`config.mk`:
```
export PLATFORM = sky130hd
export DESIGN_NAME = pcileech_ft601_rxdemux
export DESIGN_NICKNAME = d
export VERILOG_FILES = /design/src/rtl/pcileech_ft601_rxdemux.sv
export SDC_FILE = /design/constraint.sdc
export NUM_CORES = 2
export LEC_CHECK = 0
export CAP_MARGIN = 0
export CELL_PAD_IN_SITES_DETAIL_PLACEMENT = 1
export CELL_PAD_IN_SITES_GLOBAL_PLACEMENT = 1
export CORE_ASPECT_RATIO = 1.75
export CORE_UTILIZATION = 50
export DETAILED_ROUTE_END_ITERATION = 6
export PLACE_DENSITY_LB_ADDON = 0.1
export RECOVER_POWER = 25
export SLEW_MARGIN = 20
export SYNTH_ARGS = -nofsm -noshare
export SYNTH_HDL_FRONTEND = slang
export SYNTH_SLANG_ARGS = --single-unit
```
`constraint.sdc`:
```
create_clock -name FT601_CLK -period 11.3 [get_ports FT601_CLK]
set_clock_uncertainty 0.05 [all_clocks]
set_input_delay 1.695 -clock FT601_CLK [delete_from_list [all_inputs] [get_ports FT601_CLK]]
set_output_delay 1.695 -clock FT601_CLK [all_outputs]
set_load 0.05 [all_outputs]
```
`src/rtl/pcileech_ft601_rxdemux.sv`:
```
// pcileech_ft601_rxdemux: pairs FT601 RX words into qwords, checks the magic
// byte and routes each qword into a TLP or CFG show-ahead buffer.
// Optional statistics counter: define PCILEECH_RXDEMUX_STATS_EN.
module pcileech_ft601_rxdemux #(
  parameter int unsigned FIFO_AW = 4,
  parameter int unsigned TIMEOUT = 1023
) (
  input  logic        FT601_CLK,
  input  logic        FT601_RESET_N,
  input  logic [31:0] rx_data,
  input  logic        rx_wren,
  output logic [63:0] tlp_data,
  output logic        tlp_valid,
  input  logic        tlp_ready,
  output logic [63:0] cfg_data,
  output logic        cfg_valid,
  input  logic        cfg_ready,
  output logic        err_sync,
  output logic        err_ovf,
  output logic [15:0] stat_drop_cnt
);

  localparam int unsigned DEPTH = 1 << FIFO_AW;
  localparam int unsigned PW    = FIFO_AW + 1;
  localparam int unsigned TW    = 16;
  localparam logic [7:0]  MAGIC = 8'h77;

  typedef enum logic {W0, W1} state_t;

  state_t          state, state_n;
  logic [31:0]     hold;
  logic            hold_ld;
  logic [TW-1:0]   tmo_cnt, tmo_n;
  logic            commit;
  logic            commit_ch;
  logic            sync_err;
  logic            drop;
  logic [63:0]     din;

  logic [PW-1:0]   wr_ptr [2];
  logic [PW-1:0]   rd_ptr [2];
  logic [PW-1:0]   wr_n   [2];
  logic [PW-1:0]   rd_n   [2];
  logic [63:0]     mem    [2][DEPTH];
  logic [63:0]     dat_q  [2];
  logic [63:0]     head_n [2];
  logic [1:0]      vld_q;
  logic [1:0]      vld_n;
  logic [1:0]      full;
  logic [1:0]      rdy;
  logic [1:0]      pop;
  logic [1:0]      push;

  assign din = {rx_data, hold};
  assign rdy = {cfg_ready, tlp_ready};

  // State, hold word and idle counter registers
  always_ff @(posedge FT601_CLK or negedge FT601_RESET_N) begin
    if (!FT601_RESET_N) begin
      state   <= W0;
      hold    <= '0;
      tmo_cnt <= '0;
    end else begin
      state   <= state_n;
      tmo_cnt <= tmo_n;
      if (hold_ld) hold <= rx_data;
    end
  end

  // Word pairing, magic check, slip and idle timeout decisions
  always_comb begin
    state_n   = state;
    hold_ld   = 1'b0;
    commit    = 1'b0;
    commit_ch = 1'b0;
    sync_err  = 1'b0;
    tmo_n     = tmo_cnt;
    if (rx_wren)
      tmo_n = '0;
    else if (state == W1 && tmo_cnt != TW'(TIMEOUT))
      tmo_n = tmo_cnt + 1'b1;
    case (state)
      W0: begin
        if (rx_wren) begin
          hold_ld = 1'b1;
          state_n = W1;
        end
      end
      W1: begin
        if (rx_wren) begin
          if (rx_data[31:24] == MAGIC) begin
            state_n = W0;
            // type 1x is dropped silently
            if (!rx_data[17]) begin
              commit    = 1'b1;
              commit_ch = rx_data[16];
            end
          end else begin
            // slip by one word: this word may be the real word0
            sync_err = 1'b1;
            hold_ld  = 1'b1;
          end
        end else if (tmo_n == TW'(TIMEOUT)) begin
          sync_err = 1'b1;
          state_n  = W0;
        end
      end
      default: state_n = W0;
    endcase
  end

  // Buffer push/pop qualification and next-state of pointers and head word
  always_comb begin
    drop = 1'b0;
    for (int c = 0; c < 2; c++) begin
      full[c] = (wr_ptr[c][FIFO_AW] != rd_ptr[c][FIFO_AW]) &&
                (wr_ptr[c][FIFO_AW-1:0] == rd_ptr[c][FIFO_AW-1:0]);
      pop[c]  = vld_q[c] && rdy[c];
      push[c] = commit && (commit_ch == c[0]) && (!full[c] || pop[c]);
      if (commit && (commit_ch == c[0]) && full[c] && !pop[c]) drop = 1'b1;
      wr_n[c]   = wr_ptr[c] + PW'(push[c]);
      rd_n[c]   = rd_ptr[c] + PW'(pop[c]);
      vld_n[c]  = (wr_n[c] != rd_n[c]);
      head_n[c] = (push[c] && (wr_ptr[c] == rd_n[c])) ? din
                                                      : mem[c][rd_n[c][FIFO_AW-1:0]];
    end
  end

  // Buffer storage (no reset needed; contents are qualified by the pointers)
  always_ff @(posedge FT601_CLK) begin
    for (int c = 0; c < 2; c++) begin
      if (push[c]) mem[c][wr_ptr[c][FIFO_AW-1:0]] <= din;
    end
  end

  // Buffer pointers and registered show-ahead outputs
  always_ff @(posedge FT601_CLK or negedge FT601_RESET_N) begin
    if (!FT601_RESET_N) begin
      for (int c = 0; c < 2; c++) begin
        wr_ptr[c] <= '0;
        rd_ptr[c] <= '0;
        dat_q[c]  <= '0;
      end
      vld_q <= '0;
    end else begin
      for (int c = 0; c < 2; c++) begin
        wr_ptr[c] <= wr_n[c];
        rd_ptr[c] <= rd_n[c];
        dat_q[c]  <= vld_n[c] ? head_n[c] : '0;
      end
      vld_q <= vld_n;
    end
  end

  // Error pulses
  always_ff @(posedge FT601_CLK or negedge FT601_RESET_N) begin
    if (!FT601_RESET_N) begin
      err_sync <= 1'b0;
      err_ovf  <= 1'b0;
    end else begin
      err_sync <= sync_err;
      err_ovf  <= drop;
    end
  end

  assign tlp_data  = dat_q[0];
  assign tlp_valid = vld_q[0];
  assign cfg_data  = dat_q[1];
  assign cfg_valid = vld_q[1];

`ifdef PCILEECH_RXDEMUX_STATS_EN
  logic [15:0] stat_q;
  logic [16:0] stat_sum;

  assign stat_sum = 17'(stat_q) + 17'(sync_err) + 17'(drop);

  // Saturating count of overflow drops and sync errors
  always_ff @(posedge FT601_CLK or negedge FT601_RESET_N) begin
    if (!FT601_RESET_N) stat_q <= '0;
    else                stat_q <= stat_sum[16] ? 16'hFFFF : stat_sum[15:0];
  end

  assign stat_drop_cnt = stat_q;
`else
  assign stat_drop_cnt = 16'h0000;
`endif

endmodule

```
=== Yosys cells after proc, flatten, opt, wreduce, memory -nomap -nowiden ===
Memories as Yosys holds them, arrays and structs flattened.
Cells that the tools add are included.

* Register bits: 201
* RAM bits: 2048
* Input port bits: 37
* Memories: 1

{| class="wikitable"
|+ Memories
! name !! words !! width !! read ports !! clocked after memory_dff !! wr ports !! line !! source
|-
| mem || 2 || 1024 || 2 || 0 || 1 || 44 || <nowiki>logic [63:0] mem [2][DEPTH];</nowiki>
|}

* Add/subtract/negate cells: 5
* Order comparisons: 6
* Equal/unequal tests: 11
* Multiplexer cells: 43
* Bitwise logic cells: 6
* Reduce and logical (&&, ||, !) cells: 24

{| class="wikitable"
|+ Operators by type and width
! kind !! number
|-
| $mux W1024 || 4
|-
| $reduce_or A1024 Y1 || 1
|-
| $mux W64 || 10
|-
| $bmux W64 S4 || 2
|-
| $demux W64 S4 || 2
|-
| $mux W16 || 2
|-
| $mux W1 || 21
|-
| $add A5 B1 Y5 || 4
|-
| $ge A5 B5 Y1 const B || 4
|-
| $not A4 Y5 || 4
|-
| $logic_and A1 B1 Y1 || 17
|-
| $add A16 B1 Y16 const B || 1
|-
| $eq A16 B10 Y1 const B || 1
|-
| $ne A16 B10 Y1 const B || 1
|-
| $eq A5 B5 Y1 || 2
|-
| $lt A5 B1 Y1 const B || 2
|-
| $ne A5 B5 Y1 || 2
|-
| $eq A4 B4 Y1 || 2
|-
| $eq A8 B7 Y1 const B || 1
|-
| $logic_not A1 Y1 || 4
|-
| $pmux W1 S2 || 2
|-
| $logic_or A1 B1 Y1 || 2
|-
| $ne A1 B1 Y1 || 2
|-
| $not A1 Y1 || 2
|}

=== Longest topological paths before layout ===
* Word-level depth: 10
* Mapped depth: 14

=== Worst setup path after synthesis ===
Ideal clock, no wire load.

* Path kind: input to register
* Start point: input rx_data[27]
* End point: memory mem[0][1984] (netlist bit), enable pin
* Arrival: 7470 ps
* Required time: 10685 ps
* Setup slack: 3216 ps
* Cell stages on the path: 6
* Cell sequence: nand4b_1 nor4_1 and3_1 clkbuf_1 or3b_2 nor3_1

* Word-level cells in the longest chain between the ends: 10
* Elaborated cells on any way between the ends: 19
* Classes of those cells: eq/ne: 1; mux: 12; bitwise: 1; reduce/logical: 5

{| class="wikitable"
|+ RTL lines
! item !! line !! source
|-
| start: declaration || 10 || <nowiki>input logic [31:0] rx_data,</nowiki>
|-
| $eq A8 B7 Y1 * || 91 || <nowiki>if (rx_data[31:24] == MAGIC) begin</nowiki>
|-
| $mux W1 || 91 ||
|-
| $mux W1 || 90 || <nowiki>if (rx_wren) begin</nowiki>
|-
| $mux W1 || 82 || <nowiki>case (state)</nowiki>
|-
| $logic_and A1 B1 Y1 / $not A1 Y1 (equally long branches) || 119 || <nowiki>push[c] = commit && (commit_ch == c[0]) && (!full[c] || pop[c]);</nowiki>
|-
| $logic_and A1 B1 Y1 || 119 ||
|-
| $mux W1 / $logic_and A1 B1 Y1 (equally long branches) || 132, 119 ||
|-
| $mux W1024 (not written as such) / $mux W1 (equally long branches) || 132 || <nowiki>if (push[c]) mem[c][wr_ptr[c][FIFO_AW-1:0]] <= din;</nowiki>
|-
| $reduce_or A1024 Y1 (no line) / $mux W1024 (equally long branches) || - ||
|-
| $mux W1 (no line) / $mux W1024 (equally long branches) || - ||
|-
| end: declaration || 44 ||
|}

Mark *: on every way between the ends. The rest lies on a longest branch, timed or not.

=== Final worst setup path ===
* Start point: input rx_data[30]
* End point: memory mem[0][313] (netlist bit), enable pin

The elaborated chain is that of the path after synthesis.

==> run summary <==
The final layout net count came out at 4118. The average wire per cell in the routed design came out at around 35 µm. The count of final hold-check violations came out at 0. The signal on the critical path passes through clkbuf_1 -> nand4b_1 -> nor4_1 -> o311ai_1 -> inv_1 -> nand3_1 -> nor2_4 -> buf_4.

Hold is met by 455.8 ps. The power density over the cells came out at between 200 and 300 nW/µm². The number of buffers added to fix hold violations after cts came out at 0.

For this run, the top clock speed supported by timing is around 160 MHz. In the layout the commonest cells are sky130_fd_sc_hd__edfxtp_1 (2048), sky130_fd_sc_hd__mux4_2 (633), sky130_fd_sc_hd__nand2_1 (237). STA classifies the critical path endpoint as a flip-flop. The setup path with the least slack is of type input port to flip-flop. Entering global routing, the biggest net connects 118 pins.

The detailed-route wire length came out at 224.2 mm. The final-report setup violation count came out at 0. The congestion estimate from routability-driven global placement came to around 0.76. For this design, the slowest cell found on the critical path is sky130_fd_sc_hd__clkbuf_1. In this run, CTS created clock tree buffers numbering between 200 and 250.

The length of the first detailed-routing pass in iterations is 7. The initial antenna violation count is 4. The final critical delay including setup and external delays came out at 6278 ps.

In the routed design, unresolved DRC markers number 0. The flip-flop and latch count after synthesis is 2249. The synthesized instance count came out at approximately 3800.

The area fraction in compound gates after synthesis is 0.01036. The number of warnings printed during yosys synthesis is 0. Setup slack closes at 5022 ps. In the final layout, the share of cells above drive strength 1 is 0.2672.

The number of clock sinks is 2249. In the routed layout, each cell is associated on average with a via count of 6.214. Of the total synthesized cell area, the portion taken by full adders, half adders and majority gates is 0.001317. The worst path required time is 11660 ps. The post-CTS repair timing setup buffer count came out at 0. The CTS H-tree depth is 4.

The clock tree buffer depth is 4. The cell at the root of the clock tree is sky130_fd_sc_hd__clkbuf_16. The number of buffers and inverters on the critical path came out at 3. The mean cell area of the mapped netlist came out at 22.70 µm².

Setup repair after global routing left no endpoint under its margin. The post-route setup TNS came out at 0 ps. The post-synthesis xor/xnor area fraction is 0.005106. After clock tree synthesis, the clock-pin slew on the worst setup and hold paths is approximately 60 ps. The area growth from synthesis to layout is 13.39%. The cell count after placement came out at 6089.

The number of top-level design ports came out at approximately 190. The number of global-route vias before repair came out at 42981. The count of instances resized after the clock tree is built is 0. The largest family of logic cells by synthesized area is multiplexers. TritonCTS built the clock tree. The floorplan die area is 172800 µm². The distinct cell type count of the synthesized netlist is 55.

The first routing iteration left 3725 violations. The x dimension of the die came out at 314.6 µm. The max-cap violation count came out at 22. The number of buffers added on ports came out at between 150 and 200.

Total power for the finished layout comes to 26.27 mW. The post-route fraction of the period consumed by the critical path came out at 0.5556. The clock insertion delay at the later pin of the skew report is 840 ps. The share of async-settable or async-resettable flops after synthesis is 0.08937.

The simple logic cell fraction of the synthesized area is 0.02047. The final reports fail on max-capacitance violations, max-slew violations. For the worst setup path, the data arrival time is roughly 6600 ps.

The global-route total usage across every layer came out at 0.2641. The run finished, with violations left. The post-placement setup slack came out at 3923 ps. Summed over all nets, the half-perimeter wirelength after detailed placement is about 120 mm.

Among cell families on the critical path, the largest total delay comes from simple AND/OR/NAND/NOR gates. The post-synthesis instance area is 85520 µm². The largest fanout on the critical path came out at 43. The global route total overflow is 0. The initial cell density of the core is 0.5041. The number of fill cells came out at approximately 14000.

The count of flip-flops with a built-in enable after synthesis is 2048. The total area inside the core boundary comes to between 150000 and 200000 µm². The utilization after layout came out at 0.5716. Once layout is complete, the cells apart from fillers number ~6500. The first-pass GRT wire length is 318.7 mm. The tightest slew margin relative to the limit came out at -1.900. The die is 549.1 µm tall. In this design, the stage delay of the slowest critical-path cell is 1110 ps.

The slew of the pin with the lowest slew margin came out at roughly 4300 ps. The share of the yosys chip area belonging to registers came out at 0.7779. The multiplexer area fraction after synthesis came out at 0.1717. The type of the tightest min-delay check is flip-flop to flip-flop. The standard-cell row count came out at 200. For this run, the leading register cell type out of synthesis is sky130_fd_sc_hd__edfxtp_1.

The area of all placed cells without fillers is just under 100000 µm². The worst vdd rail ir drop is 359.2 µV. The cell area reported after detailed placement is between 90000 and 100000 µm². The remaining antenna violation count is 0.

The number of max-slew violations in the final report is 757. In this run the static leakage power is roughly 31 nW. STA classifies the critical path startpoint as an input port. The overall via count from detail_route came out at 40133. Leaving out fill and tap cells, the most frequent cell in the layout is sky130_fd_sc_hd__edfxtp_1.
==> registers in the layout, indices dropped and copies added (netlist names), 2 cells and up <==
name / flops
mem: 2048
cfg_data: 64
tlp_data: 64
hold: 32
tmo_cnt: 16
rd_ptr: 10
wr_ptr: 10
vld_q: 2
==> final timing paths <==
check | from | to | slack, ps | cells after the start
min reg2reg | hold[25]$_DFFE_PN0P_ | hold[25]$_DFFE_PN0P_ | 460 | 1
max reg2reg | state$_DFF_PN0_ | mem[0][313]$_DFFE_PP_ | 6470 | 7
min in group asynchronous | FT601_RESET_N | cfg_data[15]$_DFF_PN0_ | 2360 | 1
max in group asynchronous | FT601_RESET_N | cfg_data[53]$_DFF_PN0_ | 6140 | 2
min | hold[25]$_DFFE_PN0P_ | hold[25]$_DFFE_PN0P_ | 460 | 1
max | rx_data[30] | mem[0][313]$_DFFE_PP_ | 5020 | 8
==> cell families after synthesis <==
group	Yosys count
DFF	2249
muxes	672
and+or+nand+nor	398
buffers and inverters	232
AOI/OAI and AO/OA	157
xor gates and xnor gates	49
adders and majority gates	9
other	1
==> synthesized netlist by cell type, drive strengths merged, types with 2 or more instances <==
library cell	count	area share
a211oi	16	0.0014
a21oi	115	0.0067
a31oi	4	0.00029
and2	2	0.00015
and3	4	0.00029
and4	3	0.00031
buf	115	0.0080
clkbuf	99	0.0043
dfrtp	201	0.059
edfxtp	2048	0.72
ha	9	0.0013
inv	18	0.00079
mux2	29	0.0038
mux2i	10	0.0012
mux4	633	0.17
nand2	238	0.010
nand2b	8	0.00059
nand3	20	0.0012
nand3b	4	0.00035
nand4	5	0.00037
nand4b	2	0.00020
nor2	67	0.0029
nor2b	7	0.00051
nor3	14	0.00082
nor4	7	0.00083
o211ai	2	0.00018
o21a	2	0.00018
o21ai	6	0.00035
o311a	2	0.00023
or2	4	0.00029
or3	6	0.00050
or4	4	0.00035
xnor2	25	0.0026
xor2	24	0.0025
==> power by group <==
| group | total [mW] | internal, mW | switching (mW) |
|---|---|---|---|
| logic | 9.56 | 4.50 | 5.06 |
| clock network | 6.95 | 3.94 | 3.01 |
| registers | 9.75 | 9.47 | 0.283 |
==> cell type report <==
type	count	area, µm²	area share
Timing Repair Buffer	300	2681	0.02765
Tap cell	2222	2780	0.02867
Clock inverter	89	998.5	0.01030
Inverter	18	67.56	0.0006967
Antenna cell	1	2.502	0.00002581
Clock buffer	279	5618	0.05793
Sequential cell	2249	66530	0.6861
Multi-Input combinational cell	1301	18300	0.1887
==> layer usage <==
layer	GRT usage	up-vias	wire length (µm)
li1	-	16217	-
met1	0.3404	22312	85220
met2	0.4755	1323	121700
met3	0.03203	279	12010
met4	0.06553	2	5252
met5	0	-	15
==> worst reg2reg max path, stage by stage (launching register included) <==
cell	delay (ps)
sky130_fd_sc_hd__dfrtp_1	570
sky130_fd_sc_hd__inv_1	260
sky130_fd_sc_hd__nor4_1	740
sky130_fd_sc_hd__o311ai_1	450
sky130_fd_sc_hd__inv_1	230
sky130_fd_sc_hd__nand3_1	350
sky130_fd_sc_hd__nor2_4	830
sky130_fd_sc_hd__buf_4	860
Power figures use the tool's default switching activity.
